`src/rtl/read_arbiter_pkg.sv`:
```
// Shared definitions for the read-channel arbiter: bus width, FSM states
// and grant encodings used by the arbiter and its round-robin helper.
package read_arbiter_pkg;

    localparam int BUS_WIDTH = 32;

    typedef enum logic [1:0] {
        RD_ARB_IDLE = 2'd0,
        RD_ARB_ADDR = 2'd1,
        RD_ARB_DATA = 2'd2
    } rd_arb_state_t;

    typedef enum logic {
        RD_ARB_I = 1'b0,
        RD_ARB_D = 1'b1
    } rd_arb_grant_t;

    function automatic rd_arb_grant_t other_grant(input rd_arb_grant_t g);
        rd_arb_grant_t o;
        if (g == RD_ARB_I) o = RD_ARB_D;
        else               o = RD_ARB_I;
        return o;
    endfunction

endpackage

```
`src/rtl/rr_arbiter2.sv`:
```
// Combinational two-input round-robin winner: a lone requester wins,
// on a tie the requester that was not granted last wins.
module rr_arbiter2
    import read_arbiter_pkg::*;
(
    input  logic          req_i,
    input  logic          req_d,
    input  rd_arb_grant_t last_grant,
    output rd_arb_grant_t grant,
    output logic          any_req
);

    always_comb begin
        grant = RD_ARB_I;
        if (req_i && req_d) begin
            grant = other_grant(last_grant);
        end else if (req_d) begin
            grant = RD_ARB_D;
        end
    end

    assign any_req = req_i | req_d;

endmodule

```
`src/rtl/read_arbiter.sv`:
```
// Shares the single memory read channel between the instruction-read and
// data-read requesters, one transaction outstanding, responses routed back to the issuer.
module read_arbiter
    import read_arbiter_pkg::*;
(
    input  logic                 clk,
    input  logic                 rst,

    input  logic                 ir_addr_valid,
    output logic                 ir_addr_ready,
    input  logic [BUS_WIDTH-1:0] ir_addr,
    output logic                 ir_data_valid,
    input  logic                 ir_data_ready,
    output logic [BUS_WIDTH-1:0] ir_data,

    input  logic                 dr_addr_valid,
    output logic                 dr_addr_ready,
    input  logic [BUS_WIDTH-1:0] dr_addr,
    output logic                 dr_data_valid,
    input  logic                 dr_data_ready,
    output logic [BUS_WIDTH-1:0] dr_data,

    output logic                 r_addr_valid,
    input  logic                 r_addr_ready,
    output logic [BUS_WIDTH-1:0] r_addr,
    input  logic                 r_data_valid,
    output logic                 r_data_ready,
    input  logic [BUS_WIDTH-1:0] r_data,

    output logic                 protocol_error
);

    rd_arb_state_t        state, state_nxt;
    rd_arb_grant_t        owner, owner_nxt;
    rd_arb_grant_t        last_grant, last_grant_nxt;
    rd_arb_grant_t        win;
    logic                 win_any;

    rd_arb_grant_t        sel;
    logic                 sel_valid;
    logic [BUS_WIDTH-1:0] sel_addr;
    logic                 addr_rdy;
    logic                 data_rdy;

    rr_arbiter2 u_rr (
        .req_i      (ir_addr_valid),
        .req_d      (dr_addr_valid),
        .last_grant (last_grant),
        .grant      (win),
        .any_req    (win_any)
    );

    always_ff @(posedge clk or negedge rst) begin
        if (!rst) begin
            state          <= RD_ARB_IDLE;
            owner          <= RD_ARB_I;
            last_grant     <= RD_ARB_D;
            protocol_error <= 1'b0;
        end else begin
            state      <= state_nxt;
            owner      <= owner_nxt;
            last_grant <= last_grant_nxt;
            // Memory data is only legal while a transaction is in DATA.
            if (r_data_valid && (state != RD_ARB_DATA)) begin
                protocol_error <= 1'b1;
            end
        end
    end

    always_comb begin
        state_nxt      = state;
        owner_nxt      = owner;
        last_grant_nxt = last_grant;

        r_addr_valid   = 1'b0;
        r_addr         = '0;
        r_data_ready   = 1'b0;
        ir_addr_ready  = 1'b0;
        dr_addr_ready  = 1'b0;
        ir_data_valid  = 1'b0;
        ir_data        = '0;
        dr_data_valid  = 1'b0;
        dr_data        = '0;
        addr_rdy       = 1'b0;
        data_rdy       = 1'b0;

        // The grant is free only in IDLE; afterwards it is locked to owner.
        sel = owner;
        if (state == RD_ARB_IDLE) begin
            sel = win;
        end
        sel_valid = (sel == RD_ARB_I) ? ir_addr_valid : dr_addr_valid;
        sel_addr  = (sel == RD_ARB_I) ? ir_addr : dr_addr;

        case (state)
            RD_ARB_IDLE: begin
                if (win_any) begin
                    r_addr_valid = 1'b1;
                    r_addr       = sel_addr;
                    addr_rdy     = r_addr_ready;
                    owner_nxt    = sel;
                    if (r_addr_ready) begin
                        state_nxt      = RD_ARB_DATA;
                        last_grant_nxt = sel;
                    end else begin
                        state_nxt = RD_ARB_ADDR;
                    end
                end
            end
            RD_ARB_ADDR: begin
                r_addr_valid = sel_valid;
                r_addr       = sel_addr;
                addr_rdy     = r_addr_ready;
                if (sel_valid && r_addr_ready) begin
                    state_nxt      = RD_ARB_DATA;
                    last_grant_nxt = owner;
                end
            end
            RD_ARB_DATA: begin
                data_rdy     = (owner == RD_ARB_I) ? ir_data_ready : dr_data_ready;
                r_data_ready = data_rdy;
                if (owner == RD_ARB_I) begin
                    ir_data_valid = r_data_valid;
                    ir_data       = r_data;
                end else begin
                    dr_data_valid = r_data_valid;
                    dr_data       = r_data;
                end
                if (r_data_valid && data_rdy) begin
                    state_nxt = RD_ARB_IDLE;
                end
            end
            default: begin
                state_nxt = RD_ARB_IDLE;
            end
        endcase

        ir_addr_ready = addr_rdy && (sel == RD_ARB_I);
        dr_addr_ready = addr_rdy && (sel == RD_ARB_D);

        // Outputs are quiet for as long as reset is held, whatever the inputs do.
        if (!rst) begin
            r_addr_valid  = 1'b0;
            r_addr        = '0;
            r_data_ready  = 1'b0;
            ir_addr_ready = 1'b0;
            dr_addr_ready = 1'b0;
            ir_data_valid = 1'b0;
            ir_data       = '0;
            dr_data_valid = 1'b0;
            dr_data       = '0;
        end
    end

endmodule

```
`config.mk`:
```
export PLATFORM = sky130hd
export DESIGN_NAME = read_arbiter
export DESIGN_NICKNAME = d
export VERILOG_FILES = /design/src/rtl/read_arbiter_pkg.sv /design/src/rtl/rr_arbiter2.sv /design/src/rtl/read_arbiter.sv
export SDC_FILE = /design/constraint.sdc
export NUM_CORES = 1
export LEC_CHECK = 0
export ABC_AREA = 0
export BUFFER_PORTS_ARGS = -buffer_cell sky130_fd_sc_hd__buf_2
export CORE_AREA = 2 2 81 83
export DETAILED_ROUTE_END_ITERATION = 12
export DIE_AREA = 0 0 83 85
export PLACE_DENSITY = 0.75
export SLEW_MARGIN = 20
export SYNTH_ARGS = -nofsm -noshare
export SYNTH_HDL_FRONTEND = slang
export SYNTH_SLANG_ARGS = --single-unit
```
`constraint.sdc`:
```
create_clock -name clk -period 1.6 [get_ports clk]
set_input_delay 0.32 -clock clk [delete_from_list [all_inputs] [get_ports clk]]
set_output_delay 0.32 -clock clk [all_outputs]
set_load 0.05 [all_outputs]
```
== Yosys cells after proc, flatten, opt, wreduce, memory -nomap -nowiden ==
Index checks and enable logic that the tools add are counted.
W data, S select, Z words.

* Flip-flop bits (word level): 5
* Input bits: 104

* Equality and inequality tests: 7
* Muxes and demuxes: 40
* Bitwise logic cells: 2
* Reductions and logical operators: 11

{| class="wikitable"
|+ Operator list
! cell !! count
|-
| $mux W32 || 9
|-
| $pmux W32 S2 || 1
|-
| $mux W1 || 22
|-
| $mux W2 || 4
|-
| $ne A2 B2 Y1 const B || 4
|-
| $logic_and A1 B1 Y1 || 6
|-
| $pmux W1 S2 || 3
|-
| $pmux W2 S3 || 1
|-
| $reduce_and A4 Y1 || 1
|-
| $reduce_and A3 Y1 || 1
|-
| $eq A2 B1 Y1 const B || 1
|-
| $eq A2 B2 Y1 const B || 1
|-
| $logic_not A2 Y1 || 1
|-
| $ne A2 B1 Y1 const B || 1
|-
| $reduce_and A2 Y1 || 1
|-
| $reduce_bool A2 Y1 || 1
|-
| $not A1 Y1 || 1
|-
| $or A1 B1 Y1 || 1
|}

== Longest topological paths before layout ==
* Word-level depth: 7
* Mapped depth: 6

== Hierarchy ==
A second synthesis with hierarchy kept.

* Cells, all modules: 216
* Area, all modules: 1238.7 µm²

{| class="wikitable"
|+ Modules (own cells, without submodules)
! module !! times used !! cells each !! area each (µm²) !! sequential area each (µm²)
|-
| read_arbiter || 1 || 214 || 1224.9 || 126.4
|-
| rr_arbiter2 || 1 || 2 || 13.8 || 0.0
|}

== Least setup slack after synthesis ==
No wires, ideal clock.

* Path kind: register to output
* From: register last_grant
* To: output port ir_addr_ready
* Data arrival time: 2.448 ns
* Data required time: 1.280 ns
* Slack: -1.168 ns
* Stages on the path, launching flop included: 5
* Path buffers: 1
* Cell sequence: dfstp_2 a21bo_1 buf_2 o21ai_1 nor4b_1

* Word-level cells in the longest chain between the ends: 6

{| class="wikitable"
|+ RTL lines
! item !! RTL line !! text
|-
| from (decl) || read_arbiter.sv:35 || <nowiki>rd_arb_grant_t last_grant, last_grant_nxt;</nowiki>
|-
| from (signal assigned) || read_arbiter.sv:62 || <nowiki>last_grant <= last_grant_nxt;</nowiki>
|-
| $mux W1 || read_arbiter_pkg.sv:20 || <nowiki>if (g == RD_ARB_I) o = RD_ARB_D;</nowiki>
|-
| $mux W1 || rr_arbiter2.sv:15 || <nowiki>if (req_i && req_d) begin</nowiki>
|-
| $mux W1 || read_arbiter.sv:89 || <nowiki>if (state == RD_ARB_IDLE) begin</nowiki>
|-
| $not A1 Y1 || read_arbiter.sv:138 || <nowiki>ir_addr_ready = addr_rdy && (sel == RD_ARB_I);</nowiki>
|-
| $logic_and A1 B1 Y1 || read_arbiter.sv:138 ||
|-
| $mux W1 || read_arbiter.sv:142 || <nowiki>if (!rst) begin</nowiki>
|-
| to (decl) || read_arbiter.sv:10 || <nowiki>output logic ir_addr_ready,</nowiki>
|}

Every way passes these cells.

== Worst setup path in the final report ==
* From: register state[0]
* To: output port r_addr[0]

* Word-level cells in the longest chain between the ends: 6
* Elaborated cells between the ends (all ways): 7
* Those cells by class: 1 x eq/ne; 5 x mux; 1 x reduce/logical

{| class="wikitable"
|+ RTL lines
! item !! RTL line !! text
|-
| from (decl) || read_arbiter.sv:33 || <nowiki>rd_arb_state_t state, state_nxt;</nowiki>
|-
| from (signal assigned) || read_arbiter.sv:60 || <nowiki>state <= state_nxt;</nowiki>
|-
| $logic_not A2 Y1 || read_arbiter.sv:89, read_arbiter.sv:95 ||
|-
| $mux W1 || read_arbiter.sv:89 ||
|-
| $mux W32 || read_arbiter.sv:93 || <nowiki>sel_addr = (sel == RD_ARB_I) ? ir_addr : dr_addr;</nowiki>
|-
| $mux W32 || read_arbiter.sv:97 || <nowiki>if (win_any) begin</nowiki>
|-
| $pmux W32 S2 * || read_arbiter.sv:95 || <nowiki>case (state)</nowiki>
|-
| $mux W32 * || read_arbiter.sv:142 ||
|-
| to (decl) || read_arbiter.sv:25 || <nowiki>output logic [BUS_WIDTH-1:0] r_addr,</nowiki>
|}

Mark *: on every way between the ends. The rest lies on a longest branch, timed or not.

==> key figures <==
Outcome
  – Status: complete, but fails checks
  – Failing checks: setup timing

Clocking
  – CTS tree: built
  – Maximum root-to-sink buffer count: 2
  – Hold Buf Count CTS: 0
  – Clock sinks: 5
  – Root buffer cell: clkbuf_8
  – H-tree depth: 1
  – Number of buffers created by CTS: 3
  – CTS clock-pin slew for the worst setup and hold paths: 40 ps
  – Clock latency on the worst-skew pair: 230 ps

Worst setup path
  – WP data required: 1280 ps
  – CP Class: reg -> out
  – CP Launch Type: register
  – CP delay by family, top: buffers and inverters
  – Most used cell along the critical path: buf_6
  – CP Cell Sequence: buf_6 -> o311ai_4 -> buf_4 -> buf_12 -> buf_16 -> a31oi_2 -> buf_6
  – CP arrival: 1840 ps
  – CP Buf/Inv Count: 5
  – Worst setup EP type: output pin
  – Crit Path Max Fanout: 6
  – Max incr delay on CP: 420 ps
  – Slowest stage cell, crit path: dfrtp_1

Place
  – Port Buffers: 206
  – Post-placement cell area: 3900 um^2
  – Post-DP HPWL: 7090 um
  – Placed cell count: 573
  – Gpl congestion: 0.818

Logic synthesis
  – Syn Nets: 402
  – Yosys top cell by area: and2_1
  – Post-Synth Adder-Cell Area: 0%
  – Ys Warns: 0
  – Xor/xnor share of the synthesized area: 0%
  – Synth Area in Compound Gates: 23.6%
  – Synth cell types: 33
  – Synth top area cells: and2_1 21%, mux2_2 18%, nand3_1 16%
  – Most frequent cell after synthesis: and2_1
  – Syn Inst Count: 298
  – Post-synth top cells: 66 x and2_1, 64 x nand3_1, 33 x o21ai_0
  – Largest family of logic cells by synthesized area: simple AND/OR/NAND/NOR gates
  – EDFF count, synth: 0
  – Mapped Area: 1990 um^2
  – #FFs+latches synth: 5
  – Top cell type's share of synthesized area: 20.7%
  – Primary FF master, synth: dfrtp_1
  – Synth Area in Simple Gates: 41.0%
  – Syn Area/Cell: 6.68 um^2
  – Ys async rst share: 100%
  – Sequential fraction of the synthesis area: 6.35%
  – Fraction of synthesized area in multiplexers: 20.2%

STA
  – Max frequency: 463 MHz
  – Post-route setup slack: -558 ps
  – Final hold vios: 0
  – Crit path time final: 2160 ps
  – RSZ-0062 raised after global routing: yes
  – Clock Skew: 3.24 ps
  – Final hold slack: 109 ps
  – Slew Limit Fails: 0
  – Worst Max-Slew Pin Slew: 433 ps
  – Setup-failing EPs final: 104
  – Final period util: 135%
  – Slew HR: 70.8%

Global routing
  – Number of global-route vias before repair: 3630
  – Initial antenna violation count: 2
  – Total GRT Usage: 36.1%
  – Largest net degree at the start of global routing: 34
  – GRT overflow: 0
  – First-pass GRT wire length: 20300 um

Job
  – Max-cap violations: 0

Min path
  – Worst min-delay path class: in -> async

Finish
  – P&R area growth vs syn: 187%
  – Final nets: 639
  – Multi-input gate area: 2550 um^2
  – Final Core Density: 92.0%
  – Filler instances: 232
  – Layout cell share with drive strength beyond 1: 83.9%
  – Fin cells: 613
  – Fin area: 5710 um^2
  – Sequential Area: 129 um^2

Floorplanning
  – Core area: 6200 um^2
  – Cell Rows: 29
  – Die H: 85 um
  – I/O pin cnt: 207
  – DIE AREA: 7060 um^2
  – Initial Util: 32.1%
  – Die width: 83 um

Power
  – Sw Share: 54.9%
  – Logic pwr share: 94.0%
  – Pwr dens: 1540 nW/um^2
  – P_sw: 4.83 mW
  – Clk pwr share: 2.8%
  – Flop pwr share: 3.1%
  – Leak pwr: 2.36 nW
  – Internal: 3.96 mW
  – Peak VDD IR: 1.13 mV

Routing
  – Initial DRC count: 317
  – DR vias/cell: 6.38
  – WL final: 16900 um
  – Total vias in the final route: 3908
  – Router iterations before antenna repair: 5
  – Post-route DRC: 0
  – Remaining antenna violation count: 0
  – Wirelength per Cell: 27.6 um
## worst paths after layout
kind / slack [ps] / to / cells after the start / startpoint
worst max register to register: -150 / last_grant / 7 / state[0]
worst min register to register: 480 / protocol_error / 1 / protocol_error
worst min-delay path: 110 / state[0] / 2 / rst
max in group asynchronous: 1370 / state[1] / 2 / rst
min in group clk: 430 / protocol_error / 2 / r_data_valid
worst max-delay path: -560 / r_addr[0] / 7 / state[0]
## placed cells by master (no fill, tap or decap), types with 2 or more instances in the layout
master,instances
buf_6,44
mux2i_1,2
o21ai_2,2
buf_2,104
diode_2,2
o21ai_1,12
nor2_1,2
mux2_2,32
nand3_1,39
a31oi_4,31
buf_8,70
nor2_4,4
nand3_2,25
buf_4,23
dfrtp_1,2
o21ai_0,19
clkbuf_8,3
clkbuf_16,6
buf_12,13
a21boi_2,2
and2_4,66
dfrtp_2,2
buf_16,8
## routing by layer
layer	up-vias	GRT usage [%]	share of wire, %
met1	1883	38.5	33
met4	0	14.0	6.8
met2	326	69.0	51
met5	-	0	0
met3	125	7.68	9.6
li1	1574	-	-
## layout make-up
class	count	share of cell area, %
diodes	2	0.0877
clock buffers	4	0.789
multi-input cells	255	44.7
repair buffers	268	50.3
well taps	77	1.69
flip-flops and latches	5	2.26
inverters	2	0.132
## state kept, by name (all words and copies together), names as in the netlist
name            cells
state               2
protocol_error      1
last_grant          1
owner               1
## stage by stage
| step | setup slack [ps] | TNS [ps] | power, mW |
|---|---|---|---|
| after global placement | -259 | -17820 | 5.71 |
| after detailed placement | -282 | -19180 | 5.80 |
| after global routing | -589 | -52170 | 8.99 |
| after floorplan | -195 | -7470 | 4.51 |
| after CTS | -435 | -36130 | 7.56 |
| final | -558 | -48470 | 8.79 |
## kinds of logic after synthesis
logic type | after synthesis
multiplexers | 36
AO/OA/AOI/OAI | 75
buffers and inverters | 38
flip-flops | 5
AND/OR/NAND/NOR | 144
## repair_timing
item,4_1_cts,5_1_grt
endpoints found under the setup margin,102,104
cloned,9,7
setup buffers,14,10
pin swaps,22,64
resized for setup,302,67
## power groups by stage
stage	Sequential (mW)	Combinational, mW	Clock, mW
after floorplan	0.219	4.29	0
after CTS	0.258	7.06	0.242
after global routing	0.282	8.46	0.253
after detailed placement	0.250	5.55	0
final	0.275	8.27	0.249
after global placement	0.247	5.46	0
No activity file was read; power rests on OpenSTA's default activity.
